### config.mk
export PLATFORM = sky130hd
export DESIGN_NAME = pwm_run_sequencer
export DESIGN_NICKNAME = d
export VERILOG_FILES = /design/src/rtl/pwm_pkg.sv /design/src/rtl/pwm_ref_buffer.sv /design/src/rtl/pwm_run_sequencer.sv
export SDC_FILE = /design/constraint.sdc
export NUM_CORES = 1
export LEC_CHECK = 0
export BUFFER_PORTS_ARGS = -buffer_cell sky130_fd_sc_hd__buf_2
export CAP_MARGIN = 15
export CORE_ASPECT_RATIO = 0.75
export CORE_MARGIN = 5
export CORE_UTILIZATION = 40
export CTS_CLUSTER_DIAMETER = 80
export DETAILED_ROUTE_END_ITERATION = 10
export PLACE_DENSITY = 0.7
export SETUP_SLACK_MARGIN = 0.2
export SYNTH_ARGS = -nofsm -noshare
export SYNTH_HDL_FRONTEND = slang
export SYNTH_SLANG_ARGS = --single-unit
### constraint.sdc
create_clock -name clk -period 5.1 [get_ports clk]
set_clock_uncertainty 0.05 [all_clocks]
set_input_delay 0.255 -clock clk [delete_from_list [all_inputs] [get_ports clk]]
set_output_delay 0.255 -clock clk [all_outputs]
set_load 0.1 [all_outputs]
### src/rtl/pwm_pkg.sv
// Shared definitions for the PWM run sequencer: state encoding, width/limit
// defaults and the reference clamp helper.
package pwm_pkg;

  // Run-state encoding, also driven out on the 3-bit state port.
  typedef enum logic [2:0] {
    StIdle  = 3'd0,
    StArm   = 3'd1,
    StRun   = 3'd2,
    StDrain = 3'd3,
    StFault = 3'd4
  } pwm_state_e;

  localparam int unsigned CntWDefault     = 16;
  localparam int unsigned ModWDefault     = 16;
  localparam int unsigned ModLimitDefault = 30000;

  // Clamp a signed reference into [-lim, +lim]; lim must be positive.
  function automatic int clamp_ref(input int val, input int lim);
    if (val > lim) begin
      return lim;
    end else if (val < -lim) begin
      return -lim;
    end
    return val;
  endfunction

endpackage

### src/rtl/pwm_ref_buffer.sv
// Modulation reference double buffer: one pending entry with clamp and
// valid/ready acceptance, plus the live mod_out register.
// Optional PWM_SOFT_START_EN: a target register is loaded at update points
// and mod_out slews toward it by at most RAMP_STEP per update point.
module pwm_ref_buffer
  import pwm_pkg::*;
#(
  parameter int unsigned MOD_W     = ModWDefault,
  parameter int unsigned MOD_LIMIT = ModLimitDefault,
  parameter int unsigned RAMP_STEP = 64
) (
  input  logic                    clk,
  input  logic                    rst,
  input  logic signed [MOD_W-1:0] mod_in,
  input  logic                    mod_valid,
  input  logic                    block,      // refuse new references (fault state)
  input  logic                    clr,        // drop pending, force output to 0
  input  logic                    zero,       // force output to 0, pending kept
  input  logic                    entry,      // ARM -> RUN edge
  input  logic                    upd,        // update point while running
  input  logic                    drain_upd,  // update point while draining
  output logic                    mod_ready,
  output logic signed [MOD_W-1:0] mod_out
);

  logic signed [MOD_W-1:0] pend_q, pend_d;
  logic                    full_q, full_d;
  logic signed [MOD_W-1:0] mod_q, mod_d;
  logic signed [MOD_W-1:0] clamped;
  logic                    accept;

  assign mod_ready = ~full_q & ~block;
  assign accept    = mod_valid & mod_ready;
  assign clamped   = MOD_W'(clamp_ref(int'(mod_in), int'(MOD_LIMIT)));
  assign mod_out   = mod_q;

`ifdef PWM_SOFT_START_EN
  localparam int Step = int'(RAMP_STEP);

  logic signed [MOD_W-1:0] tgt_q, tgt_d;
  logic signed [MOD_W-1:0] tgt_n;

  function automatic int step_toward(input int cur, input int tgt);
    int diff;
    diff = tgt - cur;
    if (diff > Step) begin
      return cur + Step;
    end else if (diff < -Step) begin
      return cur - Step;
    end
    return tgt;
  endfunction

  // Next-state for pending, target and ramped output.
  always_comb begin
    pend_d = pend_q;
    full_d = full_q;
    mod_d  = mod_q;
    tgt_d  = tgt_q;
    tgt_n  = full_q ? pend_q : tgt_q;
    if (clr) begin
      pend_d = '0;
      full_d = 1'b0;
      mod_d  = '0;
      tgt_d  = '0;
    end else begin
      // Accept needs an empty slot, so it never races a consume below.
      if (accept) begin
        pend_d = clamped;
        full_d = 1'b1;
      end
      if (zero) begin
        mod_d = '0;
        tgt_d = '0;
      end else if (entry) begin
        mod_d = '0;
        tgt_d = full_q ? pend_q : '0;
        if (full_q) full_d = 1'b0;
      end else if (upd) begin
        tgt_d = tgt_n;
        mod_d = MOD_W'(step_toward(int'(mod_q), int'(tgt_n)));
        if (full_q) full_d = 1'b0;
      end else if (drain_upd) begin
        mod_d = MOD_W'(step_toward(int'(mod_q), 0));
      end
    end
  end

  // Target register.
  always_ff @(posedge clk or posedge rst) begin
    if (rst) tgt_q <= '0;
    else     tgt_q <= tgt_d;
  end
`else
  localparam int unsigned unused_ramp_step = RAMP_STEP;
  logic unused_drain;
  assign unused_drain = drain_upd;

  // Next-state for pending and directly loaded output.
  always_comb begin
    pend_d = pend_q;
    full_d = full_q;
    mod_d  = mod_q;
    if (clr) begin
      pend_d = '0;
      full_d = 1'b0;
      mod_d  = '0;
    end else begin
      // Accept needs an empty slot, so it never races a consume below.
      if (accept) begin
        pend_d = clamped;
        full_d = 1'b1;
      end
      if (zero) begin
        mod_d = '0;
      end else if (entry) begin
        mod_d = full_q ? pend_q : '0;
        if (full_q) full_d = 1'b0;
      end else if (upd && full_q) begin
        mod_d  = pend_q;
        full_d = 1'b0;
      end
    end
  end
`endif

  // Pending entry and live output registers.
  always_ff @(posedge clk or posedge rst) begin
    if (rst) begin
      pend_q <= '0;
      full_q <= 1'b0;
      mod_q  <= '0;
    end else begin
      pend_q <= pend_d;
      full_q <= full_d;
      mod_q  <= mod_d;
    end
  end

endmodule

### src/rtl/pwm_run_sequencer.sv
// Run controller for the 3-level phase-shifted modulator: free-running carrier
// address counter, start/stop/fault sequencing of the bridge gate enable, and
// period-aligned hand-over of the modulation reference.
// Optional feature macro: PWM_SOFT_START_EN (ramped reference, see pwm_ref_buffer).
module pwm_run_sequencer
  import pwm_pkg::*;
#(
  parameter int unsigned CNT_W     = CntWDefault,
  parameter int unsigned MOD_W     = ModWDefault,
  parameter int unsigned MOD_LIMIT = ModLimitDefault,
  parameter int unsigned UPD_HALF  = 1,
  parameter int unsigned RAMP_STEP = 64
) (
  input  logic                    clk,
  input  logic                    rst,
  input  logic                    start,
  input  logic                    stop,
  input  logic                    fault,
  input  logic                    fault_clr,
  input  logic signed [MOD_W-1:0] mod_in,
  input  logic                    mod_valid,
  output logic                    mod_ready,
  output logic [CNT_W-1:0]        cnt_addr,
  output logic signed [MOD_W-1:0] mod_out,
  output logic                    gate_en,
  output logic                    period_start,
  output logic [2:0]              state
);

  localparam logic [CNT_W-1:0] CntMax   = {CNT_W{1'b1}};
  localparam logic [CNT_W-1:0] HalfLast = {1'b0, {(CNT_W-1){1'b1}}};

  pwm_state_e       state_q, state_d;
  logic [CNT_W-1:0] cnt_q;
  logic             run_q, run_d;
  logic             wrap, half, upd_pt;
  logic             op_clr, op_zero, op_entry, op_upd, op_drain;

  // The edge leaving the current count is a wrap/half edge.
  assign wrap   = (cnt_q == CntMax);
  assign half   = (cnt_q == HalfLast);
  assign upd_pt = wrap | (half & (UPD_HALF != 0));

  // Carrier counter runs in every state.
  always_ff @(posedge clk or posedge rst) begin
    if (rst) cnt_q <= '0;
    else     cnt_q <= cnt_q + CNT_W'(1);
  end

  // Next-state logic: fault beats stop beats start.
  always_comb begin
    state_d = state_q;
    if (fault) begin
      state_d = StFault;
    end else begin
      unique case (state_q)
        StIdle:  if (start && !stop) state_d = StArm;
        StArm: begin
          if (stop)      state_d = StIdle;
          else if (wrap) state_d = StRun;
        end
        StRun:   if (stop) state_d = StDrain;
        StDrain: if (wrap) state_d = StIdle;
        StFault: if (fault_clr) state_d = StIdle;
        default: state_d = StIdle;
      endcase
    end
    run_d = (state_d == StRun) || (state_d == StDrain);
  end

  // State and run-flag registers.
  always_ff @(posedge clk or posedge rst) begin
    if (rst) begin
      state_q <= StIdle;
      run_q   <= 1'b0;
    end else begin
      state_q <= state_d;
      run_q   <= run_d;
    end
  end

  // Reference buffer commands decoded from the current state and edge type.
  always_comb begin
    op_clr   = fault || (state_q == StFault);
    op_zero  = (state_q == StIdle) || ((state_q == StDrain) && wrap);
    op_entry = (state_q == StArm) && wrap && !stop;
    op_upd   = (state_q == StRun) && upd_pt;
    op_drain = (state_q == StDrain) && upd_pt;
  end

  pwm_ref_buffer #(
    .MOD_W     (MOD_W),
    .MOD_LIMIT (MOD_LIMIT),
    .RAMP_STEP (RAMP_STEP)
  ) u_ref_buffer (
    .clk       (clk),
    .rst       (rst),
    .mod_in    (mod_in),
    .mod_valid (mod_valid),
    .block     (state_q == StFault),
    .clr       (op_clr),
    .zero      (op_zero),
    .entry     (op_entry),
    .upd       (op_upd),
    .drain_upd (op_drain),
    .mod_ready (mod_ready),
    .mod_out   (mod_out)
  );

  // Gate drops combinationally with fault, ahead of the state change.
  assign gate_en      = run_q & ~fault;
  assign period_start = (state_q == StRun) && (cnt_q == '0);
  assign cnt_addr     = cnt_q;
  assign state        = state_q;

endmodule

; ---- After elaboration in Yosys (flattened, before gate mapping)
; Cells that the tools add are included.
; W data, S select, Z words.
[totals]
register_bits = 53
ramBits = 0
inputBits = 23
elab_cells = 65
mem_bits_ro = 0
memories = 0
latch_bits = 0
out_inout_bits = 38
[op_classes]
n_eq_ne = 8
addsub = 1
n_lt_le_gt_ge = 2
shift = 0
reduce_logical = 15
bitwise = 7
mul = 0
muxes = 26
n_div = 0
[op_table]
columns = cell, count
row1 = $mux W16, 10
row2 = $mux W3, 7
row3 = $add A16 B1 Y16 const B, 1
row4 = $eq A16 B15 Y1 const B, 1
row5 = $eq A16 B16 Y1 const B, 1
row6 = $gt A16 B16 Y1 const B, 1
row7 = $logic_not A16 Y1, 1
row8 = $lt A16 B16 Y1 const B, 1
row9 = $pmux W3 S5, 1
row10 = $eq A3 B2 Y1 const B, 4
row11 = $mux W1, 8
row12 = $logic_and A1 B1 Y1, 7
row13 = $reduce_bool A4 Y1, 1
row14 = $and A1 B1 Y1, 3
row15 = $eq A3 B1 Y1 const B, 1
row16 = $eq A3 B3 Y1 const B, 1
row17 = $logic_not A3 Y1, 1
row18 = $logic_or A1 B1 Y1, 3
row19 = $not A1 Y1, 3
row20 = $reduce_bool A2 Y1, 1
row21 = $logic_not A1 Y1, 1
row22 = $or A1 B1 Y1, 1

; ---- Logic depth before layout (Yosys ltp)
[logic_depth]
word_depth = 9
depth_mapped = 7
mapped_depth_nobuf = 6

; ---- Hierarchy
; From an unflattened synthesis, not the netlist that was laid out.
[hier_totals]
cells_unflattened = 249
area_unflattened_um2 = 2533.7
[by_module_without_submodules]
columns = mod, seq_area_each_um2, instances, area_per_inst_um2, cells_each
row1 = pwm_ref_buffer, 825.8, 1, 1532.7, 153
row2 = pwm_run_sequencer, 500.5, 1, 1001.0, 96

; ---- Worst setup path after synthesis
; Ideal clock, no wire load.
[synth_path]
path_type = register -> output
start = reg state_q[1], in the netlist state[1]
end = out period_start
path_stages_with_launch = 4
path_slack_ps = 2098
n_path_buf = 0
arrival_time_ps = 2697
required_ps = 4795
cell_sequence = dfrtp_1 > nor3b_1 > nand4_1 > nor2_1
[synth_between]
elab_chain_cells = 2
[synth_rtl]
columns = element, line_no
row1 = start: declaration, pwm_run_sequencer.sv:33  ; pwm_state_e state_q, state_d;
row2 = start signal: assignment, pwm_run_sequencer.sv:74  ; state_q <= StIdle;
row3 = start signal: assignment, pwm_run_sequencer.sv:77  ; state_q <= state_d;
row4 = $eq A3 B2 Y1, pwm_run_sequencer.sv:112  ; assign period_start = (state_q == StRun) && (cnt_q == '0);
row5 = $logic_and A1 B1 Y1, pwm_run_sequencer.sv:112
row6 = end: declaration, pwm_run_sequencer.sv:26  ; output logic period_start,
; No other way between the ends.

; ---- Worst setup path in the final report
[layout_path]
start = reg cnt_q[0], in the netlist cnt_addr[0]
end = reg u_ref_buffer.mod_q[7], in the netlist u_ref_buffer.mod_out[7]
[layout_between]
elab_chain_cells = 6
word_cells_on_any_way = 13
cone_classes = 2 x eq/ne / 3 x mux / 1 x bitwise / 7 x reduce/logical
[layout_rtl]
columns = element, line_no
row1 = start: declaration, pwm_run_sequencer.sv:34  ; logic [CNT_W-1:0] cnt_q;
row2 = start signal: assignment, pwm_run_sequencer.sv:47  ; else cnt_q <= cnt_q + CNT_W'(1);
row3 = $eq A16 B16 Y1, pwm_run_sequencer.sv:40  ; assign wrap = (cnt_q == CntMax);
row4 = $logic_and A1 B1 Y1 (2 in a row), pwm_run_sequencer.sv:86  ; op_entry = (state_q == StArm) && wrap && !stop;
row5 = $mux W16, pwm_ref_buffer.sv:116  ; end else if (entry) begin
row6 = $mux W16, pwm_ref_buffer.sv:114  ; if (zero) begin
row7 = $mux W16, pwm_ref_buffer.sv:104  ; if (clr) begin
row8 = end signal: assignment, pwm_ref_buffer.sv:136  ; mod_q <= mod_d;
row9 = end: declaration, pwm_ref_buffer.sv:28  ; logic signed [MOD_W-1:0] mod_q, mod_d;
; Several ways; a longest one is shown, not always the timed one.
; A chain may end at the register's enable or synchronous reset.

==> metrics.cfg <==
[outcome]
outcome = completed

[routing]
via_per_inst = 5.24
firstDrtPassIters = 4
drt.antenna.violating_nets = 0
num_vias = 2053
finalWirelength_mm = 5.79
drtIter0Drc = 77
wl_per_cell_um = 14.8
route.detailed.drc = 0

[power]
peakVddDrop_mv = 0.108
p_leak_nw = 1.39
powerDensity_nw_per_um2 = 242

[floorplan]
fp-row-count = 25
core_um2 = 6220
start_util_pct = 40.8
num_io_pins = 61
die_h_um = 79.0
dieArea_um2 = 8060
die_w_um = 102

[place]
dp_hpwl_mm = 4.30
place_ws_ns = 2.71
place_inst = 382
placed_cell_area_um2 = 2880
place.gp.congestion = 0.874
port_buffers = 60

[cells_and_area]
final_area_um2 = 3000
finalNetCount = 335
fin_cells = 392
syn_to_final_growth_pct = 18.1
drive_gt1_share_pct = 25.4
antenna_cells = 0

[job]
maxCapViolations = 0

[timing]
fin_ws_ns = 2.75
setup_viol = 0
finalSetupTns_ns = 0
drv_slew = 0
relSlewSlack_pct = 18.7
clock.fmax_mhz = 425
min_period_ns = 2.35
worst_pin_slew_ns = 1.22
final-hold-violation-count = 0
post-route-period-util_pct = 46.1
rsz0062_at_grt = no

[clock_network]
clockBufferDepth = 2
cts.sinks = 53
cts_inserted_buffers = 5
htreeDepth = 2
cts_tree = done
path_clk_slew_ns = 0.10
clock_latency_ns = 0.30
cts_setup_buffers = 0
root_buffer = clkbuf_8
cts_resized = 0

[yosys]
yosysMostFrequentCell = dfrtp_1
synth_cell_type_count = 44
avgSynthCellArea_um2 = 10.1
ys_warn_count = 0
synth_area_leaders = dfrtp_1 52%, nand3_1 5.7%, nand2b_1 4.4%, a21oi_1 3.7%, xnor2_1 3.4%
syn_area_um2 = 2540
async_flop_share_pct = 100
ys_seq_elements = 53
synthCells = 252
ys_top_cells_by_count = 53 x dfrtp_1, 29 x nand3_1, 19 x a21oi_1
yosysSeqAreaShare_pct = 52.2
synth_edf_count = 0
yosys.area.top_type = dfrtp_1
synthesis.nets = 277
synth_top_cell_area_share_pct = 52.2
synth-main-ff-cell = dfrtp_1

[setup_path]
worstSetupEndpointType = flip-flop
worstPathMaxFanout = 16
crit_type = reg -> reg
startpoint_type = flip-flop
required_ns = 5.21
worstPathArrival_ns = 2.46

[worst_hold_path]
min_path_type = in -> reg

[global_routing]
globalRouteTotalUtil_pct = 15.2
grt-ovfl-total = 0
antenna_found_initial = 0
grt_pass1_wl_mm = 9.82
grt_pass1_vias = 1902
grt_max_degree = 54

cells by family (layout without fill, tap and decap cells):
logic type | Yosys count | in the layout | share of synthesized area (%)
buffers and inverters | 18 | 77 | 3.35
adder cells (fa/ha/maj) | 2 | 2 | 0.985
AO/OA/AOI/OAI | 49 | 49 | 12.8
XOR/XNOR | 14 | 14 | 4.82
multiplexers | 1 | 1 | 0.394
AND/OR/NAND/NOR | 115 | 115 | 25.5
flip-flops | 53 | 53 | 52.2
placed cells by master (no fill, tap or decap), drive strengths merged:
master | netlist | routed
o211ai | 2 | 2
ha | 2 | 2
a2111oi | 1 | 1
clkbuf | 5 | 5
nor2 | 18 | 18
nand3 | 30 | 30
nor4 | 5 | 5
nand2b | 18 | 18
and3 | 2 | 2
nor3 | 4 | 4
o211a | 1 | 1
nor2b | 2 | 2
o2111ai | 2 | 2
o31ai | 4 | 4
nand2 | 17 | 17
o21a | 1 | 1
nor4b | 2 | 2
nor4bb | 1 | 1
a21o | 1 | 1
or2 | 2 | 2
o21ai | 13 | 13
nand4 | 9 | 9
a21oi | 19 | 19
a22o | 3 | 3
mux2i | 1 | 1
dfrtp | 53 | 53
nor3b | 3 | 3
xnor2 | 10 | 10
inv | 7 | 7
clkinvlp | 0 | 1
a21boi | 1 | 1
dlygate4sd3 | 0 | 1
a221oi | 1 | 1
clkinv | 0 | 2
nand4b | 1 | 1
xor2 | 4 | 4
or4 | 1 | 1
buf | 6 | 61
worst max-delay path, stage by stage, from the launching register on:
cell,delay [ns]
dfrtp_1,0.39
ha_1,0.22
nand2_1,0.11
nor4_4,0.43
nand4_4,0.20
o31ai_4,0.62
o21ai_0,0.18
report_power, final:
group          switching [W]  internal (W)  total (W)
Combinational      0.0000426     0.0000176  0.0000602
Sequential        0.00000698      0.000425   0.000432
Clock               0.000138     0.0000951   0.000233
Total               0.000187      0.000538   0.000725
sequential cells by signal, indices dropped and copies added, names as in the netlist:
signal / flops
cnt_addr: 16
run_q: 1
state: 3
u_ref_buffer.full_q: 1
u_ref_buffer.mod_out: 16
u_ref_buffer.pend_q: 16
final timing paths:
check	to	slack [ns]	start	cells after the start
worst min-delay path	u_ref_buffer.pend_q[0]$_DFFE_PP0P_	0.15	mod_in[0]	3
worst max-delay path	u_ref_buffer.mod_out[7]$_DFFE_PP0P_	2.75	cnt_addr[0]$_DFF_PP0_	6
min in group asynchronous	u_ref_buffer.mod_out[2]$_DFFE_PP0P_	0.35	rst	3
worst max register to register	u_ref_buffer.mod_out[7]$_DFFE_PP0P_	2.75	cnt_addr[0]$_DFF_PP0_	6
max in group asynchronous	u_ref_buffer.pend_q[6]$_DFFE_PP0P_	4.16	rst	4
worst min register to register	u_ref_buffer.pend_q[10]$_DFFE_PP0P_	0.45	u_ref_buffer.pend_q[10]$_DFFE_PP0P_	2
cell type report:
type / count / area (um^2)
fillers: 592 / 3220
multi-input cells: 181 / 1130
flip-flops and latches: 53 / 1330
clock buffers: 5 / 68.8
repair buffers: 62 / 330
inverters: 7 / 26.3
well taps: 81 / 101
clock inverters: 3 / 17.5
stage by stage:
step	hold WS [ns]	power [W]	util, %
floorplan	0.331	0.000477	-
global placement	0.433	0.000498	46.3
detailed placement	0.441	0.000498	46.3
CTS	0.138	0.000731	47.7
global route	0.144	0.000756	48.2
finish	0.152	0.000725	48.2
what timing repair did:
item / in CTS / in global routing
hold buffers: 0 / 1
hold endpoints to repair: 0 / 8
endpoints found under the setup margin: 0 / 0
layer usage:
layer | global-route usage (%) | wire, um | vias to the layer above
met5 | 0 | 0 | -
met4 | 3.54 | 46 | 0
met3 | 3.16 | 317 | 4
met2 | 20.7 | 2380 | 46
met1 | 24.4 | 3040 | 990
li1 | - | - | 1013
No activity file was read; power rests on OpenSTA's default activity.
